**src/rtl/mul3_prod_accum.sv**
```systemverilog
// ============================================================================
// Module      : mul3_prod_accum
// Description : Sums N_TERMS unsigned 6-bit products received over a
//               valid/ready handshake and presents the saturated total with
//               a sticky overflow flag on a registered result handshake.
// Revision    : 1.0 - initial release
// ============================================================================
`default_nettype none

module mul3_prod_accum #(
    parameter int N_TERMS = 4,
    parameter int ACC_W   = 8
) (
    input  logic             clk,
    input  logic             rst,
    input  logic             start,
    input  logic [5:0]       prod_in,
    input  logic             prod_valid,
    output logic             prod_ready,
    output logic [ACC_W-1:0] acc_out,
    output logic             acc_valid,
    input  logic             acc_ready,
    output logic             ovf,
    output logic             busy
);

    localparam int CNT_W = $clog2(N_TERMS + 1);

    localparam logic [1:0] c_IDLE  = 2'd0;
    localparam logic [1:0] c_ACCUM = 2'd1;
    localparam logic [1:0] c_DONE  = 2'd2;

    localparam logic [CNT_W-1:0] c_LAST    = CNT_W'(N_TERMS - 1);
    localparam logic [CNT_W-1:0] c_CNT_ONE = CNT_W'(1);
    localparam logic [ACC_W-1:0] c_ACC_MAX = {ACC_W{1'b1}};

    logic [1:0]       state_q, state_d;
    logic [ACC_W-1:0] acc_q,   acc_d;
    logic             ovf_q,   ovf_d;
    logic [CNT_W-1:0] cnt_q,   cnt_d;
    logic [ACC_W:0]   sum_w;

    // One extra bit of headroom exposes the carry used to detect saturation.
    assign sum_w = {1'b0, acc_q} + {{(ACC_W + 1 - 6){1'b0}}, prod_in};

    always_comb begin
        state_d = state_q;
        acc_d   = acc_q;
        ovf_d   = ovf_q;
        cnt_d   = cnt_q;
        case (state_q)
            c_IDLE: begin
                if (start) begin
                    state_d = c_ACCUM;
                    acc_d   = '0;
                    ovf_d   = 1'b0;
                    cnt_d   = '0;
                end
            end
            c_ACCUM: begin
                if (prod_valid) begin
                    if (sum_w[ACC_W]) begin
                        acc_d = c_ACC_MAX;
                        ovf_d = 1'b1;
                    end else begin
                        acc_d = sum_w[ACC_W-1:0];
                    end
                    cnt_d = cnt_q + c_CNT_ONE;
                    if (cnt_q == c_LAST) begin
                        state_d = c_DONE;
                    end
                end
            end
            c_DONE: begin
                if (acc_ready) begin
                    state_d = c_IDLE;
                end
            end
            default: begin
                state_d = c_IDLE;
            end
        endcase
    end

    always_ff @(posedge clk) begin
        if (rst) begin
            state_q <= c_IDLE;
            acc_q   <= '0;
            ovf_q   <= 1'b0;
            cnt_q   <= '0;
        end else begin
            state_q <= state_d;
            acc_q   <= acc_d;
            ovf_q   <= ovf_d;
            cnt_q   <= cnt_d;
        end
    end

    // Handshake outputs decode straight from the state register, so they are
    // glitch-free and carry no combinational path from the inputs.
    assign prod_ready = (state_q == c_ACCUM);
    assign acc_valid  = (state_q == c_DONE);
    assign busy       = (state_q != c_IDLE);
    assign acc_out    = acc_q;
    assign ovf        = ovf_q;

endmodule

`default_nettype wire

```
**config.mk**
```make
export PLATFORM = sky130hd
export DESIGN_NAME = mul3_prod_accum
export DESIGN_NICKNAME = d
export VERILOG_FILES = /design/src/rtl/mul3_prod_accum.sv
export SDC_FILE = /design/constraint.sdc
export NUM_CORES = 1
export LEC_CHECK = 0
export CORE_ASPECT_RATIO = 0.6
export CORE_MARGIN = 2
export CORE_UTILIZATION = 32
export CTS_CLUSTER_DIAMETER = 40
export DETAILED_ROUTE_END_ITERATION = 16
export MAX_ROUTING_LAYER = met4
export PLACE_DENSITY_LB_ADDON = 0.2
export SYNTH_ARGS = -nofsm -noshare
export SYNTH_HDL_FRONTEND = slang
export SYNTH_SLANG_ARGS = --single-unit
```
**constraint.sdc**
```tcl
create_clock -name clk -period 3.62 [get_ports clk]
set_input_delay 0.543 -clock clk [delete_from_list [all_inputs] [get_ports clk]]
set_output_delay 0.543 -clock clk [all_outputs]
set_load 0.005 [all_outputs]
```
# Yosys cells after proc, flatten, opt, wreduce, memory -nomap -nowiden
# Index checks and enable logic that the tools add are counted.
dict set report classes {
  eq_ne 8
  add_sub_neg 2
  mux 16
  reduce_logical 6
}
# cell count
set op_table {}
lappend op_table {{two-way mux 8 bit} 3}
lappend op_table {{case mux 8 bit (2 select lines)} 1}
lappend op_table {{adder 8 x 6 -> 9 bit} 1}
lappend op_table {{two-way mux 2 bit} 4}
lappend op_table {{AND reduction 4 bit} 2}
lappend op_table {{two-way mux 3 bit} 2}
lappend op_table {{inequality test 2 x 1 -> 1 bit, second input constant} 3}
lappend op_table {{case mux 2 bit (3 select lines)} 1}
lappend op_table {{case mux 3 bit (2 select lines)} 1}
lappend op_table {{inequality test 2 bit, second input constant} 2}
lappend op_table {{nonzero test 2 bit} 2}
lappend op_table {{adder 3 x 1 -> 3 bit, second input constant} 1}
lappend op_table {{== test 3 x 2 -> 1 bit, second input constant} 1}
lappend op_table {{two-way mux 1 bit} 3}
lappend op_table {{AND reduction 3 bit} 1}
lappend op_table {{== test 2 x 1 -> 1 bit, second input constant} 1}
lappend op_table {{== test 2 bit, second input constant} 1}
lappend op_table {{logical NOT 2 bit} 1}
lappend op_table {{case mux 1 bit (2 select lines)} 1}
dict set report totals {
  inputBits 11
  reg_bits 14
  wordCells 36
}

# Logic depth before layout (Yosys ltp)
# Gate-level depths: netlist (run 1).
dict set report depth {
  ltp_word 4
  depth_mapped 6
  mapped_depth_nobuf 6
}

# Worst setup path after synthesis (run 1)
# Ideal clock, no wire load.
dict set report synth_path {
  kind {input port to flip-flop}
  startpoint {in prod_in[0]}
  endpoint {reg acc_q[4], in the netlist acc_out[4]}
  setup_slack_ns 1.522
  cell_stages 6
  setup_ns 0.132
  arrival_ns 1.966
  n_path_buf 0
  path_cell_list {ha_1 > fa_1 > and3_1 > or3_1 > a32oi_1 > a21oi_1}
}
dict set report synth_between {
  elab_chain_cells 4
}
# item line_no
set synth_lines {}
lappend synth_lines {{start: declaration} 17} ;# input logic [5:0] prod_in,
lappend synth_lines {{adder 8 x 6 -> 9 bit} 44} ;# assign sum_w = {1'b0, acc_q} + {{(ACC_W + 1 - 6){1'b0}}, prod_in};
lappend synth_lines {{two-way mux 8 bit} 62} ;# if (sum_w[ACC_W]) begin
lappend synth_lines {{two-way mux 8 bit} 61} ;# if (prod_valid) begin
lappend synth_lines {{case mux 8 bit (2 select lines)} 51} ;# case (state_q)
lappend synth_lines {{end signal: assignment} 88} ;# acc_q <= '0;
lappend synth_lines {{end signal: assignment} 93} ;# acc_q <= acc_d;
lappend synth_lines {{end: declaration} 38} ;# logic [ACC_W-1:0] acc_q, acc_d;
# Every way passes these cells. The select of a mux whose other input is x is not followed.
# A chain may end at the register's enable or synchronous reset.

# Worst setup path in the final report (run 1)
# Same ends and word-level chain as after synthesis.

==> flow_summary.yaml, run 1 <==
sta:
  tightest_slew_ps: 663
  final-setup-viol-count: 0
  finalHoldWorstSlack_ps: 483
  min_period_ps: 2380
  fmax_mhz: 420
  clock_skew_ps: 4.65
  rsz0062_at_grt: "false"
  slew_headroom_pct: 55.7
  fin_setup_tns_ps: 0
  fin_ws_ps: 1240
  slew_violations: 0
  finalCritPeriodShare_pct: 65.7
  finalHoldViolCount: 0
detailed_routing:
  route.vias.total: 895
  routedWlPerCell_um: 14.0
  drt_iter0_markers: 46
  vias_per_cell: 5.66
  drc: 0
  firstDrtPassIters: 4
  routed_wl_um: 2210
  ant_nets: 0
floorplan:
  die_h_um: 45.4
  core-area_um2: 2610
  die_w_um: 73.1
  ios: 23
  rows: 14
  initial_utilization_pct: 35.1
  die_area_um2: 3320
placed_design:
  dp_hpwl_um: 1640
  placed_area_um2: 1160
  gp_congestion: 0.880
  port_buffers: 22
  dp_worst_setup_slack_ps: 986
yosys:
  yosys_warnings: 0
  synth_ff_type: "dfxtp_1"
  synth_edf_count: 0
  avgSynthCellArea_um2: 8.89
  synth-seq-cells: 14
  ys_types: 41
  ys_seq_area_share_pct: 30.6
  synth_nets: 123
  ys_async_sr_fraction_pct: 0
  synth_area_um2: 916
  syn_inst: 103
clock_network:
  cts_tree: "built"
  clockBufferDepth: 2
  clk_pin_slew_worst_paths_ps: 70
  hold_buffers: 0
  post_cts_resized: 0
  h-tree-depth: 1
  post-cts-setup-buffers: 0
  numCtsBuffers: 3
  clock-root-buffer: "clkbuf_8"
  cts_sinks: 14
  clk-insertion-delay-late_ps: 250
power:
  power_frac_seq_pct: 41.3
  p_clk_share_pct: 40.3
  powerDensity_nw_per_um2: 326
  ir_worst_vdd_uv: 137
  p_comb_share_pct: 18.4
  swShare_pct: 26.6
  switchingPower_mw: 0.105
  p_int_mw: 0.290
  power_mw: 0.396
  p_leak_nw: 0.480
global_route:
  grt_overflow: 0
  grt_pass1_vias: 779
  grt_max_degree: 18
  grtUsageTotal_pct: 15.1
  grt_pass1_wl_um: 3570
  antenna_found_initial: 0
worst_setup_path:
  path_class: "input pin to flop"
  critical_path.max_fanout: 3
  arrival_ps: 2490
  cp.required_ps: 3730
  rrSetupSlack_ps: 1630
  worstSetupEndpointType: "flop"
  startpoint_type: "input pin"
finish:
  multiInputGateArea_um2: 598
  fillers: 249
  final_common_cell: "clkdlybuf4s50_1"
  final_cell_mix: "clkdlybuf4s50_1 (22), dfxtp_1 (14), nor2_1 (12), a21oi_1 (12), ha_1 (8)"
  num-nets-final: 147
  design_area_um2: 1210
  final_layout_size_suffix_gt1_share_pct: 9.52
  regArea_um2: 280
  n_antenna_cell: 0
  syn_to_final_growth_pct: 32.4
run:
  cap_violations: 0
worst_hold_path:
  min_path_type: "flop to flop"
status:
  run_status: "completed"
[power by group through the flow]
stage	combinational, mW	sequential [mW]	clock, mW
2_1_floorplan	0.0432	0.166	0
3_3_place_gp	0.0712	0.166	0
3_5_place_dp	0.0719	0.167	0
4_1_cts	0.0724	0.163	0.163
5_1_grt	0.0804	0.164	0.171
6_report	0.0728	0.163	0.159
[Yosys cell counts, drive strengths merged (2+ instances only)]
cell type  count  area (um^2)
dfxtp         14          280
nor2          14         62.6
a21oi         12         60.1
ha             8          100
inv            5         18.8
a22oi          4         30.0
o21ai          4         20.0
a211oi         3         40.0
and3           3         18.8
nand2          3         11.3
a32oi          2         17.5
clkbuf         2         7.51
nand3          2         10.0
nor2b          2         12.5
nor3           2         10.0
nor3b          2         20.0
nor4           2         12.5
o211ai         2         15.0
[metrics by stage]
step | std cells | util, %
global placement | 154 | 44.3
global route | 158 | 46.5
detailed placement | 154 | 44.3
finish | 158 | 46.5
CTS | 158 | 46.5
floorplan | 103 | -
[path summary, 6_finish.rpt]
check,startpoint,end,depth (start not counted)
setup / recovery,prod_in[0],acc_out[4],7
hold / removal,ovf,ovf,2
setup reg to reg,acc_out[0],acc_out[4],6
hold reg to reg,ovf,ovf,2
[final cells by class]
type                       count  share of cell area, %
tap                           32                   3.30
clock buffer                   4                   4.54
sequential                    14                   23.1
timing repair buffer          22                   18.2
multi-input combinational     81                   49.3
inverter                       5                   1.55
[worst max-delay path: stages]
cell and delay, ps:
clkdlybuf4s50_1 400, ha_1 250, fa_1 430, and3_1 210
or3_1 350, a32oi_1 220, a21oi_1 90
[cell families (layout without fill, tap and decap cells)]
group	after synthesis	count (layout)	share of synthesized area (%)
AOI/OAI and AO/OA	33	33	25.7
xor gates and xnor gates	1	1	0.956
adders and majority gates	9	9	13.1
DFF	14	14	30.6
muxes	1	1	1.09
buffers and inverters	8	31	4.10
and+or+nand+nor	37	37	24.5
[registers in the layout, indices dropped and copies added (netlist names)]
| register | cells |
|---|---|
| cnt_q | 3 |
| ovf | 1 |
| state_q | 2 |
| acc_out | 8 |
[per-layer routing]
metal | vias to the layer above | global-route usage [%] | share of wire [%]
li1 | 438 | - | -
met1 | 421 | 19.3 | 51
met2 | 30 | 22.2 | 41
met3 | 6 | 4.65 | 5.8
met4 | 0 | 7.04 | 2.1
met5 | - | - | 0
No activity file was read; power rests on OpenSTA's default activity.
==> inputs of run 2 (changes only) <==
Clock period 3.62 ns to 2.4 ns, I/O delays scaled along.
==> flow_summary.yaml, run 2 (synthesis results as in run 1) <==
clock_network:
  clockBufferDepth: 2
  post_cts_resized: 0
  clk-insertion-delay-late_ps: 250
  hold_buffers: 0
  cts_sinks: 14
  clock-root-buffer: "clkbuf_8"
  clk_pin_slew_worst_paths_ps: 60
  numCtsBuffers: 3
  cts_tree: "built"
  h-tree-depth: 1
  post-cts-setup-buffers: 0
finish:
  n_antenna_cell: 0
  postLayoutCoreUtil_pct: 47.9
  fillers: 250
  final_layout_size_suffix_gt1_share_pct: 13.0
  regArea_um2: 280
  syn_to_final_growth_pct: 36.5
  final_common_cell: "clkdlybuf4s50_1"
  multiInputGateArea_um2: 598
  largest_reg_flops: 8
  final_cell_mix: "clkdlybuf4s50_1 (22), dfxtp_1 (14), nor2_1 (12), a21oi_1 (12), ha_1 (8)"
  num-nets-final: 152
  design_area_um2: 1250
power:
  ir_worst_vdd_uv: 299
  p_leak_nw: 0.506
  powerDensity_nw_per_um2: 483
sta:
  final-setup-viol-count: 0
  fin_setup_tns_ps: 0
  clock_skew_ps: 1.06
  slew_violations: 0
  tightest_slew_ps: 332
  min_period_ps: 2170
  finalHoldViolCount: 0
  fmax_mhz: 461
  finalCritPeriodShare_pct: 90.3
  slew_headroom_pct: 77.8
  rsz0062_at_grt: "false"
placed_design:
  gp_congestion: 0.890
  placed_area_um2: 1190
  port_buffers: 22
  dp_hpwl_um: 1770
floorplan:
  die_w_um: 73.1
  core-area_um2: 2610
  ios: 23
  die_h_um: 45.4
  initial_utilization_pct: 35.1
  die_area_um2: 3320
  rows: 14
worst_setup_path:
  max_stage_delay_ps: 400
  worstSetupEndpointType: "flop"
  cp_num_buf_inv: 2
  worstPathCellList: "clkdlybuf4s50_1 -> ha_1 -> fa_1 -> buf_4 -> a21oi_1 -> o21ai_1 -> and3_1 -> o41ai_1"
  arrival_ps: 2320
  startpoint_type: "input pin"
  critical_path.max_fanout: 3
  path_class: "input pin to flop"
  critPathTopFamily: "adder cells"
  slowest_stage: "clkdlybuf4s50_1"
  cp.required_ps: 2550
detailed_routing:
  routedWlPerCell_um: 14.6
  routed_wl_um: 2380
  drc: 0
  drt_iter0_markers: 104
  vias_per_cell: 5.58
  ant_nets: 0
  firstDrtPassIters: 4
  route.vias.total: 909
global_route:
  grt_pass1_vias: 817
  grt_pass1_wl_um: 3870
  grtUsageTotal_pct: 16.6
  grt_overflow: 0
  antenna_found_initial: 0
  grt_max_degree: 10
run:
  cap_violations: 0
status:
  run_status: "completed"
worst_hold_path:
  min_path_type: "flop to flop"
-- run 2: cell types whose count changed in the layout (fill, tap and decap cells not counted), sizes merged --
| cell | delta |
|---|---|
| buf | +5 |
-- run 2: final timing paths --
check	startpoint	endpoint	slack [ps]	cells past startpoint
hold / removal	ovf	ovf	460	2
setup / recovery	prod_in[0]	acc_out[6]	230	8
hold reg to reg	ovf	ovf	460	2
setup reg to reg	acc_out[0]	acc_out[6]	440	7
-- run 2: worst register-to-register path: cells and delay by family (launching register included) --
family / cells / cell delay (ps)
buffers and inverters: 1 / 160
and+or+nand+nor: 1 / 210
adders and majority gates: 2 / 600
DFF: 1 / 320
AOI/OAI and AO/OA: 3 / 580
-- run 2: area by class of cell --
cell class	count	area share, %
Clock buffer	4	4.40
Inverter	5	1.50
Multi-Input combinational cell	81	47.8
Sequential cell	14	22.4
Tap cell	32	3.20
Timing Repair Buffer	27	20.6
-- run 2: metrics by stage --
step / setup WS [ps] / power, mW / hold WS (ps) / instances
after floorplan: 485 / 0.316 / 454 / 103
after CTS: 260 / 0.607 / 472 / 163
after detailed placement: 20.5 / 0.366 / 462 / 159
final: 233 / 0.603 / 465 / 163
after global routing: 155 / 0.633 / 488 / 163
after global placement: 92.9 / 0.364 / 453 / 159
-- run 2: power breakdown --
group	internal [mW]	total, mW	switching [mW]
sequential	0.239	0.246	0.00702
clock	0.146	0.240	0.0940
combinational	0.0586	0.118	0.0592
total	0.443	0.603	0.160
-- run 2: layer usage --
layer  global-route usage (%)  share of wire (%)  vias up  routed length, um
met5                        -                  0        -                  0
met4                     5.19                1.6        0                 39
met3                     5.97                9.0        8                213
met1                     21.7                 48      404               1130
met2                     24.1                 42       47                989
li1                         -                  -      450                  -
==> inputs of run 3 (changes only) <==
Settings changed: PLACE_DENSITY_LB_ADDON 0.2 to default.
==> flow_summary.yaml, run 3 (synthesis results as in run 1) <==
placed_design:
  dp_hpwl_um: 1680
  port_buffers: 22
  dp.cells: 158
  dp_worst_setup_slack_ps: -45.0
  placed_area_um2: 1190
  gp_congestion: 0.907
finish:
  finalNonFillerCells: 162
  multiInputGateArea_um2: 598
  final_layout_size_suffix_gt1_share_pct: 12.3
  regArea_um2: 280
  largest_reg_flops: 8
  syn_to_final_growth_pct: 35.7
  final_common_cell: "clkdlybuf4s50_1"
  fillers: 236
  num-nets-final: 151
  n_antenna_cell: 0
  postLayoutCoreUtil_pct: 47.6
  final_cell_mix: "clkdlybuf4s50_1 (22), dfxtp_1 (14), nor2_1 (12), a21oi_1 (12), ha_1 (8)"
  design_area_um2: 1240
worst_setup_path:
  max_stage_delay_ps: 410
  critical_path.max_fanout: 3
  rrSetupSlack_ps: 420
  startpoint_type: "input pin"
  r2r-start: "acc_out[0]"
  slowest_stage: "fa_1"
  path_class: "input pin to flop"
  cp.required_ps: 2550
  worstPathCellList: "clkdlybuf4s50_1 -> ha_1 -> fa_1 -> buf_4 -> a21oi_1 -> o21ai_1 -> and3_1 -> o41ai_1"
  arrival_ps: 2330
  cp-startpoint: "prod_in[0]"
  worstSetupEndpointType: "flop"
power:
  powerDensity_nw_per_um2: 484
  p_leak_nw: 0.500
  power_mw: 0.601
  ir_worst_vdd_uv: 213
sta:
  fin_setup_tns_ps: 0
  finalCritPeriodShare_pct: 90.7
  clock_skew_ps: 3.99
  fmax_mhz: 459
  tightest_slew_ps: 365
  slew_violations: 0
  rsz0062_at_grt: "false"
  fin_ws_ps: 222
  slew_headroom_pct: 75.6
  finalHoldViolCount: 0
  min_period_ps: 2180
  final-setup-viol-count: 0
  finalHoldWorstSlack_ps: 463
detailed_routing:
  firstDrtPassIters: 4
  routedWlPerCell_um: 13.7
  drc: 0
  drt_iter0_markers: 74
  ant_nets: 0
  routed_wl_um: 2220
  vias_per_cell: 5.48
  route.vias.total: 888
clock_network:
  clockBufferDepth: 2
  post_cts_resized: 0
  hold_buffers: 0
  numCtsBuffers: 3
  clock-root-buffer: "clkbuf_8"
  cts_tree: "built"
  cts_sinks: 14
  h-tree-depth: 1
  clk-insertion-delay-late_ps: 250
  clk_pin_slew_worst_paths_ps: 70
  post-cts-setup-buffers: 0
global_route:
  grtUsageTotal_pct: 15.2
  grt_pass1_wl_um: 3620
  grt_pass1_vias: 775
  antenna_found_initial: 0
  grt_max_degree: 10
  grt_overflow: 0
floorplan:
  ios: 23
  die_w_um: 73.1
  die_h_um: 45.4
  core-area_um2: 2610
  initial_utilization_pct: 35.1
  die_area_um2: 3320
  rows: 14
worst_hold_path:
  hp-start: "ovf"
  min_path_type: "flop to flop"
status:
  run_status: "completed"
run:
  cap_violations: 0
[run 3: cell types whose count changed in the layout (fill, tap and decap cells not counted)]
cell	before	now
buf_4	5	4
[run 3: per-layer routing]
| metal | share of wire (%) | vias up | global-route usage, % |
|---|---|---|---|
| met5 | 0 | - | - |
| met1 | 53 | 412 | 21.8 |
| li1 | - | 449 | - |
| met2 | 40 | 27 | 20.7 |
| met4 | 0 | 0 | 2.59 |
| met3 | 7.2 | 0 | 5.31 |
[run 3: layout make-up]
type | count | share of cell area, %
Multi-Input combinational cell | 81 | 48.1
Sequential cell | 14 | 22.6
Timing Repair Buffer | 26 | 20.1
Clock buffer | 4 | 4.43
Tap cell | 32 | 3.22
Inverter | 5 | 1.51
[run 3: worst paths after layout]
path | endpoint | depth (start not counted)
hold / removal | ovf | 2
setup / recovery | acc_out[6] | 8
setup reg to reg | acc_out[6] | 7
hold reg to reg | ovf | 2
[run 3: worst max-delay path, delay by kind of cell]
family | cells | cell delay [ps]
buffers and inverters | 2 | 560
and+or+nand+nor | 1 | 200
AOI/OAI and AO/OA | 3 | 550
adders and majority gates | 2 | 660
[run 3: power breakdown]
| part | switching (mW) | leakage, nW | internal, mW |
|---|---|---|---|
| logic | 0.0568 | 0.358 | 0.0580 |
| registers | 0.00713 | 0.114 | 0.239 |
| clock network | 0.0946 | 0.0288 | 0.146 |
